**src/rtl/ir_rcv_nec_multi_pkg.sv**
```systemverilog
// Shared definitions for the NEC-family IR receiver.
// Holds the FSM state encoding and the tick-count windows for each pulse type.
package ir_rcv_nec_multi_pkg;

  typedef enum logic [2:0] {
    IDLE,
    LEAD_LO,
    LEAD_HI,
    BIT_LO,
    BIT_HI
  } irState_e;

  localparam int PHASE_W = 12;
  localparam int REL_W   = 14;

  // Inclusive windows in 10 us ticks, measured at the edge that ends each pulse
  localparam logic [PHASE_W-1:0] LEAD_LO_MIN = 12'd700;
  localparam logic [PHASE_W-1:0] LEAD_LO_MAX = 12'd1000;
  localparam logic [PHASE_W-1:0] LEAD_HI_MIN = 12'd370;
  localparam logic [PHASE_W-1:0] LEAD_HI_MAX = 12'd590;
  localparam logic [PHASE_W-1:0] RPT_HI_MIN  = 12'd170;
  localparam logic [PHASE_W-1:0] RPT_HI_MAX  = 12'd300;
  localparam logic [PHASE_W-1:0] BURST_MIN   = 12'd40;
  localparam logic [PHASE_W-1:0] BURST_MAX   = 12'd80;
  localparam logic [PHASE_W-1:0] SPACE0_MIN  = 12'd30;
  localparam logic [PHASE_W-1:0] SPACE0_MAX  = 12'd79;
  localparam logic [PHASE_W-1:0] SPACE1_MIN  = 12'd80;
  localparam logic [PHASE_W-1:0] SPACE1_MAX  = 12'd200;

  function automatic logic inWindow(input logic [PHASE_W-1:0] val,
                                    input logic [PHASE_W-1:0] lo,
                                    input logic [PHASE_W-1:0] hi);
    return (val >= lo) && (val <= hi);
  endfunction

endpackage

```
**src/rtl/ir_rcv_nec_multi_rx_filter.sv**
```systemverilog
// Input conditioning for the IR receiver: two-flop synchroniser followed by a
// stability filter that only accepts a level change after GLITCH_CYC equal samples.
module ir_rcv_nec_multi_rx_filter #(
  parameter int GLITCH_CYC = 16
) (
  input  logic clk_i,
  input  logic rst_ni,
  input  logic rx_i,
  output logic level_o,
  output logic rise_o,
  output logic fall_o
);

  logic [1:0] sync_q;
  logic [7:0] stable_q;
  logic       level_q;
  logic       rise_q;
  logic       fall_q;

  // Line idles high, so the filtered level starts high to avoid a false falling edge
  always_ff @(posedge clk_i or negedge rst_ni) begin
    if (!rst_ni) begin
      sync_q   <= 2'b11;
      stable_q <= '0;
      level_q  <= 1'b1;
      rise_q   <= 1'b0;
      fall_q   <= 1'b0;
    end else begin
      sync_q <= {sync_q[0], rx_i};
      rise_q <= 1'b0;
      fall_q <= 1'b0;
      if (sync_q[1] == level_q) begin
        stable_q <= '0;
      end else if (stable_q == 8'(GLITCH_CYC - 1)) begin
        stable_q <= '0;
        level_q  <= sync_q[1];
        rise_q   <= sync_q[1];
        fall_q   <= ~sync_q[1];
      end else begin
        stable_q <= stable_q + 8'd1;
      end
    end
  end

  assign level_o = level_q;
  assign rise_o  = rise_q;
  assign fall_o  = fall_q;

endmodule

```
**src/rtl/ir_rcv_nec_multi.sv**
```systemverilog
// NEC-family IR decoder: tick-based pulse timing, strict or extended addressing,
// repeat tracking with a saturating hold counter and a release timeout.
module ir_rcv_nec_multi #(
  parameter int CLK_FREQ_HZ   = 27000000,
  parameter int GLITCH_CYC    = 16,
  parameter int EXT_ADDR_EN   = 1,
  parameter int RPT_CNT_W     = 8,
  parameter int RELEASE_TICKS = 12000
) (
  input  logic                 clk27,
  input  logic                 reset_n,
  input  logic                 ir_rx,
  output logic [15:0]          ir_addr,
  output logic [7:0]           ir_cmd,
  output logic                 ir_valid,
  output logic                 ir_repeat,
  output logic                 ir_held,
  output logic [RPT_CNT_W-1:0] ir_rpt_cnt,
  output logic                 ir_err
);

  import ir_rcv_nec_multi_pkg::*;

  localparam int TICK_DIV = (CLK_FREQ_HZ / 100000 < 1) ? 1 : CLK_FREQ_HZ / 100000;
  localparam int TICK_W   = (TICK_DIV > 1) ? $clog2(TICK_DIV) : 1;

  logic                 rxLevel, rxRise, rxFall;
  logic [TICK_W-1:0]    tickCnt_q;
  logic                 tick;
  logic [PHASE_W-1:0]   phase_q;
  logic [REL_W-1:0]     relCnt_q;
  logic                 relDone;

  irState_e             state_q, state_d;
  logic [5:0]           bitIdx_q, bitIdx_d;
  logic [31:0]          frame_q, frame_d;
  logic                 rptFlag_q, rptFlag_d;
  logic                 frameOk;
  logic                 evValid, evRepeat, evErr;

  logic [15:0]          addr_q;
  logic [7:0]           cmd_q;
  logic                 valid_q, repeat_q, err_q, held_q;
  logic [RPT_CNT_W-1:0] rptCnt_q;

  ir_rcv_nec_multi_rx_filter #(
    .GLITCH_CYC(GLITCH_CYC)
  ) u_filter (
    .clk_i  (clk27),
    .rst_ni (reset_n),
    .rx_i   (ir_rx),
    .level_o(rxLevel),
    .rise_o (rxRise),
    .fall_o (rxFall)
  );

  assign tick = (tickCnt_q == TICK_W'(TICK_DIV - 1));

  // Free-running tick divider and the edge-to-edge duration counter
  always_ff @(posedge clk27 or negedge reset_n) begin
    if (!reset_n) begin
      tickCnt_q <= '0;
      phase_q   <= '0;
    end else begin
      tickCnt_q <= tick ? '0 : tickCnt_q + TICK_W'(1);
      if (rxRise || rxFall) begin
        phase_q <= '0;
      end else if (tick && (phase_q != '1)) begin
        phase_q <= phase_q + 12'd1;
      end
    end
  end

  assign frameOk = (frame_q[23:16] == ~frame_q[31:24]) &&
                   ((EXT_ADDR_EN != 0) || (frame_q[7:0] == ~frame_q[15:8]));

  always_ff @(posedge clk27 or negedge reset_n) begin
    if (!reset_n) begin
      state_q   <= IDLE;
      bitIdx_q  <= '0;
      frame_q   <= '0;
      rptFlag_q <= 1'b0;
    end else begin
      state_q   <= state_d;
      bitIdx_q  <= bitIdx_d;
      frame_q   <= frame_d;
      rptFlag_q <= rptFlag_d;
    end
  end

  always_comb begin
    state_d   = state_q;
    bitIdx_d  = bitIdx_q;
    frame_d   = frame_q;
    rptFlag_d = rptFlag_q;
    evValid   = 1'b0;
    evRepeat  = 1'b0;
    evErr     = 1'b0;
    unique case (state_q)
      IDLE: begin
        if (rxFall) begin
          state_d   = LEAD_LO;
          bitIdx_d  = '0;
          rptFlag_d = 1'b0;
        end
      end
      LEAD_LO: begin
        if (rxRise) begin
          if (inWindow(phase_q, LEAD_LO_MIN, LEAD_LO_MAX)) begin
            state_d = LEAD_HI;
          end else begin
            evErr   = 1'b1;
            state_d = IDLE;
          end
        end else if (!rxLevel && (phase_q > LEAD_LO_MAX)) begin
          evErr   = 1'b1;
          state_d = IDLE;
        end
      end
      LEAD_HI: begin
        if (rxFall) begin
          if (inWindow(phase_q, LEAD_HI_MIN, LEAD_HI_MAX)) begin
            state_d  = BIT_LO;
            bitIdx_d = '0;
          end else if (inWindow(phase_q, RPT_HI_MIN, RPT_HI_MAX)) begin
            state_d   = BIT_LO;
            rptFlag_d = 1'b1;
          end else begin
            evErr   = 1'b1;
            state_d = IDLE;
          end
        end else if (rxLevel && (phase_q > LEAD_HI_MAX)) begin
          evErr   = 1'b1;
          state_d = IDLE;
        end
      end
      BIT_LO: begin
        // The same burst window closes data bits, the stop burst and the repeat burst
        if (rxRise) begin
          if (!inWindow(phase_q, BURST_MIN, BURST_MAX)) begin
            evErr   = 1'b1;
            state_d = IDLE;
          end else if (rptFlag_q) begin
            evRepeat = held_q;
            state_d  = IDLE;
          end else if (bitIdx_q[5]) begin
            evValid = frameOk;
            evErr   = ~frameOk;
            state_d = IDLE;
          end else begin
            state_d = BIT_HI;
          end
        end
      end
      BIT_HI: begin
        if (rxFall) begin
          if (inWindow(phase_q, SPACE0_MIN, SPACE0_MAX) ||
              inWindow(phase_q, SPACE1_MIN, SPACE1_MAX)) begin
            frame_d[bitIdx_q[4:0]] = inWindow(phase_q, SPACE1_MIN, SPACE1_MAX);
            bitIdx_d = bitIdx_q + 6'd1;
            state_d  = BIT_LO;
          end else begin
            evErr   = 1'b1;
            state_d = IDLE;
          end
        end
      end
      default: state_d = IDLE;
    endcase
  end

  assign relDone = (relCnt_q == REL_W'(RELEASE_TICKS));

  // Release timer parks at the threshold so hold stays released until the next frame
  always_ff @(posedge clk27 or negedge reset_n) begin
    if (!reset_n) begin
      relCnt_q <= '0;
    end else if (evValid || evRepeat) begin
      relCnt_q <= '0;
    end else if (tick && !relDone) begin
      relCnt_q <= relCnt_q + 14'd1;
    end
  end

  always_ff @(posedge clk27 or negedge reset_n) begin
    if (!reset_n) begin
      addr_q   <= '0;
      cmd_q    <= '0;
      valid_q  <= 1'b0;
      repeat_q <= 1'b0;
      err_q    <= 1'b0;
      held_q   <= 1'b0;
      rptCnt_q <= '0;
    end else begin
      valid_q  <= evValid;
      repeat_q <= evRepeat;
      err_q    <= evErr;
      if (evValid) begin
        addr_q   <= (EXT_ADDR_EN != 0) ? frame_q[15:0] : {8'h00, frame_q[7:0]};
        cmd_q    <= frame_q[23:16];
        held_q   <= 1'b1;
        rptCnt_q <= RPT_CNT_W'(1);
      end else if (evRepeat) begin
        if (rptCnt_q != '1) begin
          rptCnt_q <= rptCnt_q + RPT_CNT_W'(1);
        end
      end else if (relDone) begin
        held_q   <= 1'b0;
        rptCnt_q <= '0;
      end
    end
  end

  assign ir_addr    = addr_q;
  assign ir_cmd     = cmd_q;
  assign ir_valid   = valid_q;
  assign ir_repeat  = repeat_q;
  assign ir_err     = err_q;
  assign ir_held    = held_q;
  assign ir_rpt_cnt = rptCnt_q;

endmodule
```
**config.mk**
```make
export PLATFORM = sky130hd
export DESIGN_NAME = ir_rcv_nec_multi
export DESIGN_NICKNAME = d
export VERILOG_FILES = /design/src/rtl/ir_rcv_nec_multi_pkg.sv /design/src/rtl/ir_rcv_nec_multi_rx_filter.sv /design/src/rtl/ir_rcv_nec_multi.sv
export SDC_FILE = /design/constraint.sdc
export NUM_CORES = 1
export LEC_CHECK = 0
export ABC_AREA = 1
export CAP_MARGIN = 20
export CORE_UTILIZATION = 45
export DETAILED_ROUTE_END_ITERATION = 12
export DONT_BUFFER_PORTS = 1
export GPL_TIMING_DRIVEN = 0
export SLEW_MARGIN = 20
export SYNTH_ARGS = -nofsm -noshare
export SYNTH_HDL_FRONTEND = slang
export SYNTH_SLANG_ARGS = --single-unit
```
**constraint.sdc**
```tcl
create_clock -name clk27 -period 5.53 [get_ports clk27]
set_clock_uncertainty 0.15 [all_clocks]
set_input_delay 0.8295 -clock clk27 [delete_from_list [all_inputs] [get_ports clk27]]
set_output_delay 0.8295 -clock clk27 [all_outputs]
set_load 0.01 [all_outputs]
```
Yosys cells after proc, flatten, opt, wreduce, memory -nomap -nowiden
Cells that the tools add are included.

storage, ports and cells
  register bits = 126
  bits of input ports = 3
  word-level logic and storage cells = 168

cells by class
  add/subtract/negate cells = 6
  $lt $le $gt $ge = 16
  eq/ne operators = 23
  multiplexer cells = 70
  bitwise operators = 4
  reduce and logical (&&, ||, !) cells = 30

operator list
  operator                                                           count
  two-way mux 8 bit                                                  6
  two-way mux 1 bit                                                  34
  bitwise mux 32 bit                                                 1
  two-way mux 3 bit                                                  10
  two-way mux 6 bit                                                  5
  two-way mux 14 bit                                                 2
  greater-than comparator 12 x 10 -> 1 bit (second input constant)   2
  less-or-equal comparator 12 x 10 -> 1 bit (second input constant)  2
  less-or-equal comparator 12 x 7 -> 1 bit (second input constant)   2
  two-way mux 12 bit                                                 2
  case mux 6 bit (3 select lines)                                    1
  adder 8 x 1 -> 8 bit (second input constant)                       2
  case mux 3 bit (5 select lines)                                    1
  adder 14 x 1 -> 14 bit (second input constant)                     1
  equality test 14 bit (second input constant)                       1
  adder 12 x 1 -> 12 bit (second input constant)                     1
  >= comparator 12 x 10 -> 1 bit (second input constant)             1
  >= comparator 12 x 5 -> 1 bit (second input constant)              1
  >= comparator 12 x 6 -> 1 bit (second input constant)              1
  >= comparator 12 x 7 -> 1 bit (second input constant)              1
  >= comparator 12 x 8 -> 1 bit (second input constant)              1
  >= comparator 12 x 9 -> 1 bit (second input constant)              1
  less-or-equal comparator 12 x 8 -> 1 bit (second input constant)   1
  less-or-equal comparator 12 x 9 -> 1 bit (second input constant)   1
  33 further kinds                                                   68

Longest topological paths before layout
Gate-level depths: netlist of run 1.

  depth after elaboration = 9
  gate-level depth with buffers = 14
  mapped depth without buffers = 14

Modules after synthesis
A second synthesis of run 1 with hierarchy kept.

second synthesis, totals
  cell total of the unflattened synthesis = 960
  area, all modules = 6,989.2 um^2

by module, submodules not included
  module                      times used  cells each  area an instance (um^2)  seq. area each (um^2)
  ir_rcv_nec_multi            1           890         6,397.4                  2,827.7
  ir_rcv_nec_multi_rx_filter  1           70          591.8                    329.1

Worst setup path before layout of run 1
OpenSTA, ideal clock, no wires.

  path kind = register to register
  start point = reg phase_q[0]
  end point = reg cmd_q[4], in the netlist ir_cmd[4]
  library setup time = 117 ps
  arrival = 1,782 ps
  required time = 5,263 ps
  path slack = 3,481 ps
  stages on the path, launching flop included = 12
  path buffers = 2
  clock period less this slack = 2,049 ps
  cell sequence = dfrtp_1 > inv_1 > ha_1 > inv_1 > nor3_1 > nand3_1 > a21oi_4 > nand2_2 > buf_2 > buf_2 > nand2_1 > nand2_1

on the way
  word-level cells in the longest chain between the ends = 5

ends and longest elaborated chain
  element                                                                                    RTL line                    source
  from (decl)                                                                                ir_rcv_nec_multi.sv:30      logic [PHASE_W-1:0] phase_q;
  from (signal assigned)                                                                     ir_rcv_nec_multi.sv:69      phase_q <= phase_q + 12'd1;
  >= comparator 12 x 6 -> 1 bit or less-or-equal comparator 12 x 7 -> 1 bit (tied branches)  ir_rcv_nec_multi_pkg.sv:33  return (val >= lo) && (val <= hi);
  logical AND 1 bit *                                                                        ir_rcv_nec_multi_pkg.sv:33
  two-way mux 1 bit *                                                                        ir_rcv_nec_multi.sv:140     if (!inWindow(phase_q, BURST_MIN, BURST_MAX)) begin
  two-way mux 1 bit *                                                                        ir_rcv_nec_multi.sv:139     if (rxRise) begin
  two-way mux 1 bit *                                                                        ir_rcv_nec_multi.sv:99      unique case (state_q)
  to (signal assigned)                                                                       ir_rcv_nec_multi.sv:200     cmd_q <= frame_q[23:16];
  to (decl)                                                                                  ir_rcv_nec_multi.sv:42      logic [7:0] cmd_q;

Mark *: on every way between the ends. The rest lies on a longest branch, timed or not.
A chain may end at the register's enable or synchronous reset.

Final worst setup path of run 1
  start point = reg phase_q[0]
  end point = reg cmd_q[5], in the netlist ir_cmd[5]

The elaborated chain is that of the path after synthesis.

==> results of run 1 <==
[registers in the layout, summed over array words and instances, names as in the netlist, 6 cells and up]
| register | cells |
|---|---|
| ir_rpt_cnt | 8 |
| bitIdx_q | 6 |
| phase_q | 12 |
| ir_cmd | 8 |
| tickCnt_q | 9 |
| u_filter.stable_q | 8 |
| relCnt_q | 14 |
| ir_addr | 16 |
| frame_q | 32 |
[final timing paths]
kind,from,to,slack (ps)
max,phase_q[0],ir_cmd[5],3080
min,reset_n,u_filter.sync_q[0],110
max reg2reg,phase_q[0],ir_cmd[5],3080
min reg2reg,u_filter.sync_q[0],u_filter.sync_q[1],210
max in group asynchronous,reset_n,u_filter.rise_o,4520
min in group clk27,u_filter.sync_q[0],u_filter.sync_q[1],210
[stage by stage]
stage          total power (uW)  utilization, %  hold WS (ps)  setup WS (ps)
2_1_floorplan               947               -           195           3480
3_3_place_gp                948            48.2           197           3070
3_5_place_dp                948            48.2           198           3090
4_1_cts                    2200            52.8          84.8           3080
5_1_grt                    2240            52.8          82.1           2810
6_report                   2180            52.8           105           3080
[metal layers]
metal	vias to the layer above	track usage, %	share of wire, %
met5	-	0	0
met2	133	31.7	43
met1	2747	31.2	50
li1	3047	-	-
met4	0	6.89	0.98
met3	9	4.59	5.3
[worst max-delay path, stage by stage (launching register included)]
cell and delay [ps]:
dfrtp_1 440, inv_1 130, ha_1 190, inv_1 70
nor3_1 190, nand3_1 180, a21oi_4 280, nand2_2 160
buf_2 220, buf_2 210, nand2_1 80, nand2_1 50
[Yosys cell counts (all sizes together), types with 3 or more instances]
| cell type | count | area [sq um] |
|---|---|---|
| nand2 | 276 | 1050 |
| dfrtp | 123 | 3080 |
| inv | 106 | 398 |
| nor2 | 103 | 418 |
| nand3 | 89 | 450 |
| nand4 | 53 | 332 |
| nor3 | 37 | 190 |
| o21ai | 32 | 164 |
| a21oi | 19 | 106 |
| buf | 16 | 116 |
| xor2 | 14 | 123 |
| clkbuf | 12 | 45.0 |
| ha | 12 | 150 |
| nor3b | 5 | 37.5 |
| a31oi | 3 | 18.8 |
| and3 | 3 | 18.8 |
| dfstp | 3 | 78.8 |
| nand3b | 3 | 22.5 |
| nor4 | 3 | 18.8 |
| or2 | 3 | 18.8 |
[layout make-up]
cell class | count | area [sq um]
Clock buffer | 18 | 429
Timing Repair Buffer | 1 | 27.5
Inverter | 108 | 405
Sequential cell | 126 | 3160
Buffer | 28 | 161
Clock inverter | 14 | 215
Tap cell | 184 | 230
Fill cell | 1448 | 6970
Multi-Input combinational cell | 659 | 3160
[where the power goes]
part / switching, uW / total [uW] / leakage (uW) / internal [uW]
combinational: 19.7 / 23.4 / 0.00185 / 3.70
clock: 430 / 1230 / 0.000310 / 800
sequential: 1.60 / 927 / 0.00173 / 925
total: 451 / 2180 / 0.00389 / 1730
[kinds of logic (layout without fill, tap and decap cells)]
group,after synthesis,in the layout
buf+inv,136,169
compound gates,56,56
simple gates,575,575
flops,126,126
fa+ha+maj,12,12
xor+xnor,16,16
==> results.md, run 1 <==
- Post-route clock period utilization: 44.3%
- Leakage: 0.00389 uW
- Syn_area_per_cell: 7.48 sq um
- Sequential fraction of the synthesis area: 45.8%
- Clk Latency, worst-skew pair: 420 ps
- Worst-path clk slew: 60 ps
- Vias in the first global route: 5422
- Core area: 0.0148 sq mm
- CTS tree: yes
- P per Cell Area: 280 mW/mm^2
- Via count: 5936
- Crit path DAT: 2620 ps
- Post-synthesis mux area share: 0%
- Placed cell area: 0.00712 sq mm
- DP Cell Count: 1105
- Synth Area in XOR/XNOR: 2.03%
- DR iter-0 viols: 530
- Synth warnings: 0
- HPWL after DPL: 10.8 mm
- GRT overflow: 0
- Area delta synth->final: 13.1%
- Mapped Nets: 936
- Yosys cell types: 38
- # H-tree levels: 4
- RSZ-0062 raised after global routing: false
- Routed vias/inst: 5.22
- Ys flop type: dfrtp_1
- Worst vdd ir: 229 uV
- Setup TNS: 0 ps
- Hold WC Path Type: primary input to asynchronous set/reset pin
- Kind of critical path: flop to flop
- Final setup viols: 0
- Fmax: 408 MHz
- Tightest Pin Transition: 930 ps
- Headroom to the max-slew limit: 37.5%
- Final Cell Area: 0.00779 sq mm
- Buffer count from post-CTS setup fixing: 0
- Die area: 0.0158 sq mm
- DRC viols: 0
- Fin nets: 956
- Final Non-Filler Cells: 1138
- Req. time, crit path: 5700 ps
- Hold buffer count at cts: 1
- Routability congestion estimate: 0.878
- Most frequent cells in the layout: nand2_1, dfrtp_1, nor2_1
- Initial Util: 46.7%
- Clock root buffer: clkbuf_16
- EDFF count, synth: 0
- Simple-Gate Fraction of Synth Area: 37.1%
- Global-route wire length before repair: 27.1 mm
- Post-synthesis register bit count: 126
- Reg2Reg Depth: 11
- Crit path capture type: flop
- Mapped Cells: 921
- Clock Sink Count: 126
- Number of diodes: 0
- CP startpoint kind: flop
- TritonCTS buffer count: 17
- Minimum clock period after layout: 2450 ps
- Largest net degree at the start of global routing: 124
- Die height: 126 microns
- Fraction of layout cells with a size suffix above 1: 8.28%
- Async set-reset flop share out of synthesis: 100%
- Maximum fanout along the worst path: 10
- Final hold violations: 0
- Status: complete, no violations
- Synth Area in Compound Gates: 4.58%
- Initial antenna violation count: 0
- IO Count: 39
- Netlist Area Pre-Place: 0.00689 sq mm
- Post-cts resize count: 0
- DRT Wirelength: 15.8 mm
- Number of max-cap violations: 0
- Max Slew Vio Count: 0
- Main combinational cell family by area after synthesis: simple AND/OR/NAND/NOR gates
- Deepest clock path buffer count: 2
- Die X: 126 microns
- Post-Synth Adder-Cell Area: 2.18%
- Commonest non-fill, non-tap cell in the layout: nand2_1
- Avg WL per Cell: 13.9 microns
- Row count: 44
- First drt pass iteration count: 6
- Post-route antenna net violation count: 0
- Input/output buffers: 0
- GRT Total Usage: 21.4%
Power figures use the tool's default switching activity.
==> run 2: changes to the inputs <==
Clock period 5.53 ns to 2.2 ns, I/O delays scaled along.
==> run 2 against run 1 <==
The run now ends with negative hold slack, negative setup slack left. Die area stayed put. Flip-flop and latch count stayed put. Worst setup slack worse by 3200 ps. Sequential share of layout area is 2.5 points lower. Maximum frequency is 7.1% higher. Critical path depth is 3 higher. Hold slack worse by 650 ps. Global-route usage is 0.24 points higher. Highest routed layer unchanged. Largest power group unchanged. Non-clock buffer count is 21 higher. Total power is 150% higher.
==> results.md, run 2 (same netlist as run 1, synthesis figures left out) <==
- CTS tree: yes
- Initial Util: 46.7% (unchanged)
- Status: finished, violations left
- HPWL after DPL: 10.8 mm (unchanged)
- Place WS: -235 ps (-3330 ps)
- GRT Total Usage: 21.7% (+0.24 points)
- Vias in the first global route: 5478 (+1.0%)
- Final hold violations: 126 (+126)
- Crit path DAT: 2450 ps (-170 ps)
- Failing checks: negative hold slack, negative setup slack
- Hold WC Path Type: primary input to asynchronous set/reset pin
- Worst setup slack after layout: -86.1 ps (-3170 ps)
- GRT overflow: 0 (unchanged)
- Req. time, crit path: 2360 ps (-3340 ps)
- Critical Path Most Common Cell: nand2_1
- Initial antenna violation count: 0 (unchanged)
- CP max-delay cell: dfrtp_1
- Final Cell Area: 0.00830 sq mm (+6.5%)
- Fraction of layout cells with a size suffix above 1: 16.1% (+7.8 points)
- P per Cell Area: 655 mW/mm^2 (+130%)
- Hold Worst Slack: -548 ps (-653 ps)
- Fmax: 437 MHz (+7.1%)
- First drt pass iteration count: 5 (-1)
- CP startpoint kind: flop
- CP Cell Sequence: inv_2 -> ha_4 -> inv_4 -> nor3_4 -> nand4_1 -> nand2_1 -> nand2_2 -> nand2_4 -> nand2_8 -> nor2_8 -> buf_6 -> nand3_2 -> nand2_1 -> nand2_1
- Number of diodes: 0 (unchanged)
- Commonest non-fill, non-tap cell in the layout: nand2_1
- DRT Wirelength: 16.5 mm (+4.2%)
- Routability congestion estimate: 0.878 (unchanged)
- Clock root buffer: clkbuf_16
- Largest net degree at the start of global routing: 127 (+2.4%)
- Avg WL per Cell: 14.2 microns (+2.2%)
- Post-route antenna net violation count: 0 (unchanged)
- Largest register FFs: 32 (unchanged)
- Die area: 0.0158 sq mm (unchanged)
- Biggest register: frame_q
- Kind of critical path: flop to flop
- Fillers: 1424 (-1.7%)
- Global-route wire length before repair: 27.3 mm (+0.99%)
- IO Count: 39 (unchanged)
- Headroom to the max-slew limit: 40.4% (+2.8 points)
- Die height: 126 microns (unchanged)
- Hold buffer count at cts: 1 (unchanged)
- CP delay by family, top: simple AND/OR/NAND/NOR gates
- # H-tree levels: 4 (unchanged)
- Tightest Pin Transition: 888 ps (-42.1 ps)
- Clk Latency, worst-skew pair: 420 ps (about the same)
- Max Slew Vio Count: 0 (unchanged)
- Fin nets: 978 (+2.3%)
- Most frequent cells in the layout: nand2_1, dfrtp_1, nor2_1
- Maximum fanout along the worst path: 7 (-3)
- DRC viols: 0 (unchanged)
- Routed vias/inst: 5.26 (+0.80%)
- Post-route clock period utilization: 104% (+60 points)
- Worst vdd ir: 574 uV (+150%)
- Worst-path clk slew: 60 ps (about the same)
- Clock Sink Count: 126 (unchanged)
- WP buf/inv: 3 (-1)
- Area delta synth->final: 20.5%
- Input/output buffers: 0 (unchanged)
- Die X: 126 microns (unchanged)
- Leakage: 0.00403 uW (+3.7%)
- TritonCTS buffer count: 17 (unchanged)
- Final setup viols: 31 (+31)
- Minimum clock period after layout: 2290 ps (-163 ps)
- Core area: 0.0148 sq mm (unchanged)
- RSZ-0062 raised after global routing: true
- Placed cell area: 0.00712 sq mm (unchanged)
- Deepest clock path buffer count: 2 (unchanged)
- Row count: 44 (unchanged)
- Number of max-cap violations: 0 (unchanged)
- Crit-path max cell delay: 400 ps (-40 ps)
- DR iter-0 viols: 556 (+4.9%)
- Crit path capture type: flop
- Via count: 6099 (+2.7%)
## run 2: final cells by class
class,instances,area [sq um],share of cell area [%]
multi-input combinational,660,3480,41.9
sequential,126,3160,38.1
clock buffer,18,429,5.17
inverter,108,412,4.96
tap,184,230,2.77
clock inverter,14,215,2.59
timing repair buffer,23,199,2.40
buffer,27,173,2.08
## run 2: path summary, 6_finish.rpt
path	from	to	slack, ps	depth (start not counted)
worst max-delay path	phase_q[1]	frame_q[3]	-90	14
worst min-delay path	reset_n	relCnt_q[0]	-550	0
worst max register to register	phase_q[1]	frame_q[3]	-90	14
worst min register to register	u_filter.sync_q[0]	u_filter.sync_q[1]	210	0
max in group asynchronous	reset_n	u_filter.sync_q[0]	2190	0
min in group clk27	u_filter.sync_q[0]	u_filter.sync_q[1]	210	0
## run 2: through the flow
stage	utilization (%)	hold slack, ps	power, uW	cells	setup TNS, ps
2_1_floorplan	-	-116	2380	921	0
3_3_place_gp	48.2	-111	2380	1105	-15210
3_5_place_dp	48.2	-110	2380	1105	-13350
4_1_cts	53.5	-559	5490	1145	-85.7
5_1_grt	56.2	-564	5590	1160	-4600
6_report	56.2	-548	5440	1160	-1970
## run 2: where the power goes
part / internal, uW / switching (uW) / total [uW] / leakage, uW
Clock: 2010 / 1080 / 3090 / 0.000310
Combinational: 5.35 / 7.05 / 12.4 / 0.00199
Sequential: 2330 / 4.00 / 2330 / 0.00173
## run 2: metal layers
metal  track usage [%]  vias to the layer above  routed length, microns
li1                  -                     3078                       -
met1              31.3                     2853                    7870
met2              32.4                      152                    7490
met3              4.67                       16                     897
met4              6.89                        0                     229
met5                 0                        -                       0
## run 2: what timing repair did
item,in CTS,in global routing
pin swaps,3,29
setup buffers,4,15
endpoints found under the hold margin,127,126
gates cloned,3,1
setup endpoints to repair,88,89
resized for setup,14,78
==> run 3: changes to the inputs <==
Settings changed: CORE_UTILIZATION 45 to 54, PLACE_DENSITY set to 0.69, RECOVER_POWER set to 100.
Clock period 2.2 ns to 2.74 ns, I/O delays scaled along.
==> run 3 against run 2 <==
The flow finishes with violations (negative hold slack). Flip-flop and latch count stayed put. Cell area decreased by 6.9%. Clock-buffer cell count grew 2. Clock power down 24%. First-iteration DRC count is 12% lower. Via count down 0.89%. Total power shrank 22%. Maximum frequency is 9.0% lower. Critical path depth down 1. Sequential power decreased by 20%. Hold slack better by 80 ps. Non-clock buffer count down 21.
==> results.md, run 3 (same netlist as run 1, synthesis figures left out) <==
- Number of diodes: 0 (unchanged)
- Fin nets: 956 (-2.2%)
- Tightest Pin Transition: 964 ps (+75.9 ps)
- Row count: 40 (-9.1%)
- TritonCTS buffer count: 17 (unchanged)
- Setup TNS: 0 ps (+1970 ps)
- Status: finished, violations left
- CP startpoint kind: flop
- Multi-input logic area: 0.00316 sq mm (-9.1%)
- DP Cell Count: 1089 (-1.4%)
- Final hold violations: 126 (unchanged)
- Clk Latency, worst-skew pair: 420 ps (about the same)
- Fin util: 63.2% (+7.0 points)
- Buffer count from post-CTS setup fixing: 0 (-4)
- Placed cell area: 0.00710 sq mm (-0.28%)
- Reg-to-reg setup timing slack: 230 ps (+310 ps)
- Req. time, crit path: 2940 ps (+580 ps)
- CTS tree: yes
- Launch point of the worst path: phase_q[0]
- First drt pass iteration count: 5 (unchanged)
- Crit path DAT: 2710 ps (+260 ps)
- Fillers: 1106 (-22%)
- Worst vdd ir: 478 uV (-17%)
- Final setup viols: 0 (-100%)
- Routed vias/inst: 5.39 (+2.5%)
- Worst-path clk slew: 60 ps (about the same)
- Routability congestion estimate: 0.889 (+1.2%)
- Crit path capture type: flop
- Leakage: 0.00387 uW (-4.2%)
- Reg2Reg Depth: 13 (-1)
- Maximum fanout along the worst path: 10 (+3)
- Commonest non-fill, non-tap cell in the layout: nand2_1
- Die area: 0.0132 sq mm (-16%)
- DR iter-0 viols: 487 (-12%)
- Clock root buffer: clkbuf_16
- Worst R2R End: frame_q[1]
- Hold buffer count at cts: 1 (unchanged)
- Minimum clock period after layout: 2510 ps (+225 ps)
- Deepest clock path buffer count: 2 (unchanged)
- Max Slew Vio Count: 0 (unchanged)
- Via count: 6045 (-0.89%)
- Post-route antenna net violation count: 0 (unchanged)
- Die height: 115 microns (-8.6%)
- End of the critical path: frame_q[1]
- Seq. cell area: 0.00316 sq mm (about the same)
- Largest net degree at the start of global routing: 127 (unchanged)
- Final Non-Filler Cells: 1122 (-3.3%)
- Final Cell Area: 0.00772 sq mm (-6.9%)
- Kind of critical path: flop to flop
- Headroom to the max-slew limit: 35.3% (-5.1 points)
- Post-route clock period utilization: 91.7% (-12 points)
- Core area: 0.0122 sq mm (-17%)
- Fraction of layout cells with a size suffix above 1: 7.55% (-8.5 points)
- RSZ-0062 raised after global routing: false
- Number of max-cap violations: 0 (unchanged)
- DRT Wirelength: 15.7 mm (-4.5%)
- P per Cell Area: 549 mW/mm^2 (-16%)
- Vias in the first global route: 5652 (+3.2%)
- Input/output buffers: 0 (unchanged)
- Worst setup slack after layout: 228 ps (+315 ps)
- Clock Sink Count: 126 (unchanged)
- HPWL after DPL: 10.9 mm (+1.6%)
- Hold Worst Slack: -468 ps (+80.3 ps)
- IO Count: 39 (unchanged)
- Avg WL per Cell: 14.0 microns (-1.2%)
- Global-route wire length before repair: 26.7 mm (-2.4%)
- Largest register FFs: 32 (unchanged)
- Area delta synth->final: 12.2%
- Initial antenna violation count: 0 (unchanged)
- Hold WC Path Type: primary input to asynchronous set/reset pin
- Biggest register: frame_q
- GRT overflow: 0 (unchanged)
- Most frequent cells in the layout: nand2_1, dfrtp_1, nor2_1
- Place WS: 252 ps (+487 ps)
- GRT Total Usage: 25.8% (+4.1 points)
- Reg2reg start: phase_q[0]
- Die X: 115 microns (-8.6%)
- # H-tree levels: 4 (unchanged)
- Fmax: 398 MHz (-9.0%)
- Failing checks: negative hold slack
- Initial Util: 56.4% (+9.7 points)
- DRC viols: 0 (unchanged)
run 3: worst max-delay path: stages (launching register included):
cell and delay [ps]:
dfrtp_1 430, inv_1 140, ha_1 190, inv_1 70, nor3_2 170, nand4_1 130, nand2_1 80, nand2_1 120
nand2_1 130, nand2_2 110, nor2_8 200, clkbuf_2 270, nand4_1 130, nand2_1 110
run 3: what timing repair did:
action | 4_1_cts | 5_1_grt
resized for setup | 0 | 1
endpoints found under the setup margin | 0 | 3
hold endpoints to repair | 127 | 126
run 3: worst min-delay path by stage:
stage / start / cells after the start / to / slack (ps)
after detailed placement: reset_n / 0 / relCnt_q[3] / -30
after CTS: reset_n / 0 / relCnt_q[3] / -480
after global placement: reset_n / 0 / relCnt_q[4] / -30
final: reset_n / 0 / relCnt_q[4] / -470
after global routing: reset_n / 0 / relCnt_q[4] / -490
after floorplan: reset_n / 0 / bitIdx_q[0] / -30
run 3: cell type report:
type                    count  area share, %
plain buffers              28           1.99
clock buffers              20           6.04
clock inverters            12           2.04
inverters                 108           5.25
multi-input cells         659           41.0
flip-flops and latches    126           40.9
well taps                 168           2.72
repair buffers              1          0.130
run 3: stage by stage:
step / total power [uW] / hold slack, ps
6_report: 4240 / -468
5_1_grt: 4360 / -488
4_1_cts: 4270 / -478
3_5_place_dp: 1910 / -32.0
3_3_place_gp: 1910 / -32.1
2_1_floorplan: 1910 / -34.6
run 3: routing by layer:
metal	part of all wire, %	GRT usage [%]	vias to the layer above
met2	45	39.0	163
met3	6.0	6.91	12
met5	0	0	-
li1	-	-	3023
met4	0.76	7.01	0
met1	48	36.5	2847
run 3: where the power goes:
part / internal (uW) / switching, uW
clock: 1500 / 852
sequential: 1870 / 3.25
combinational: 4.26 / 5.74
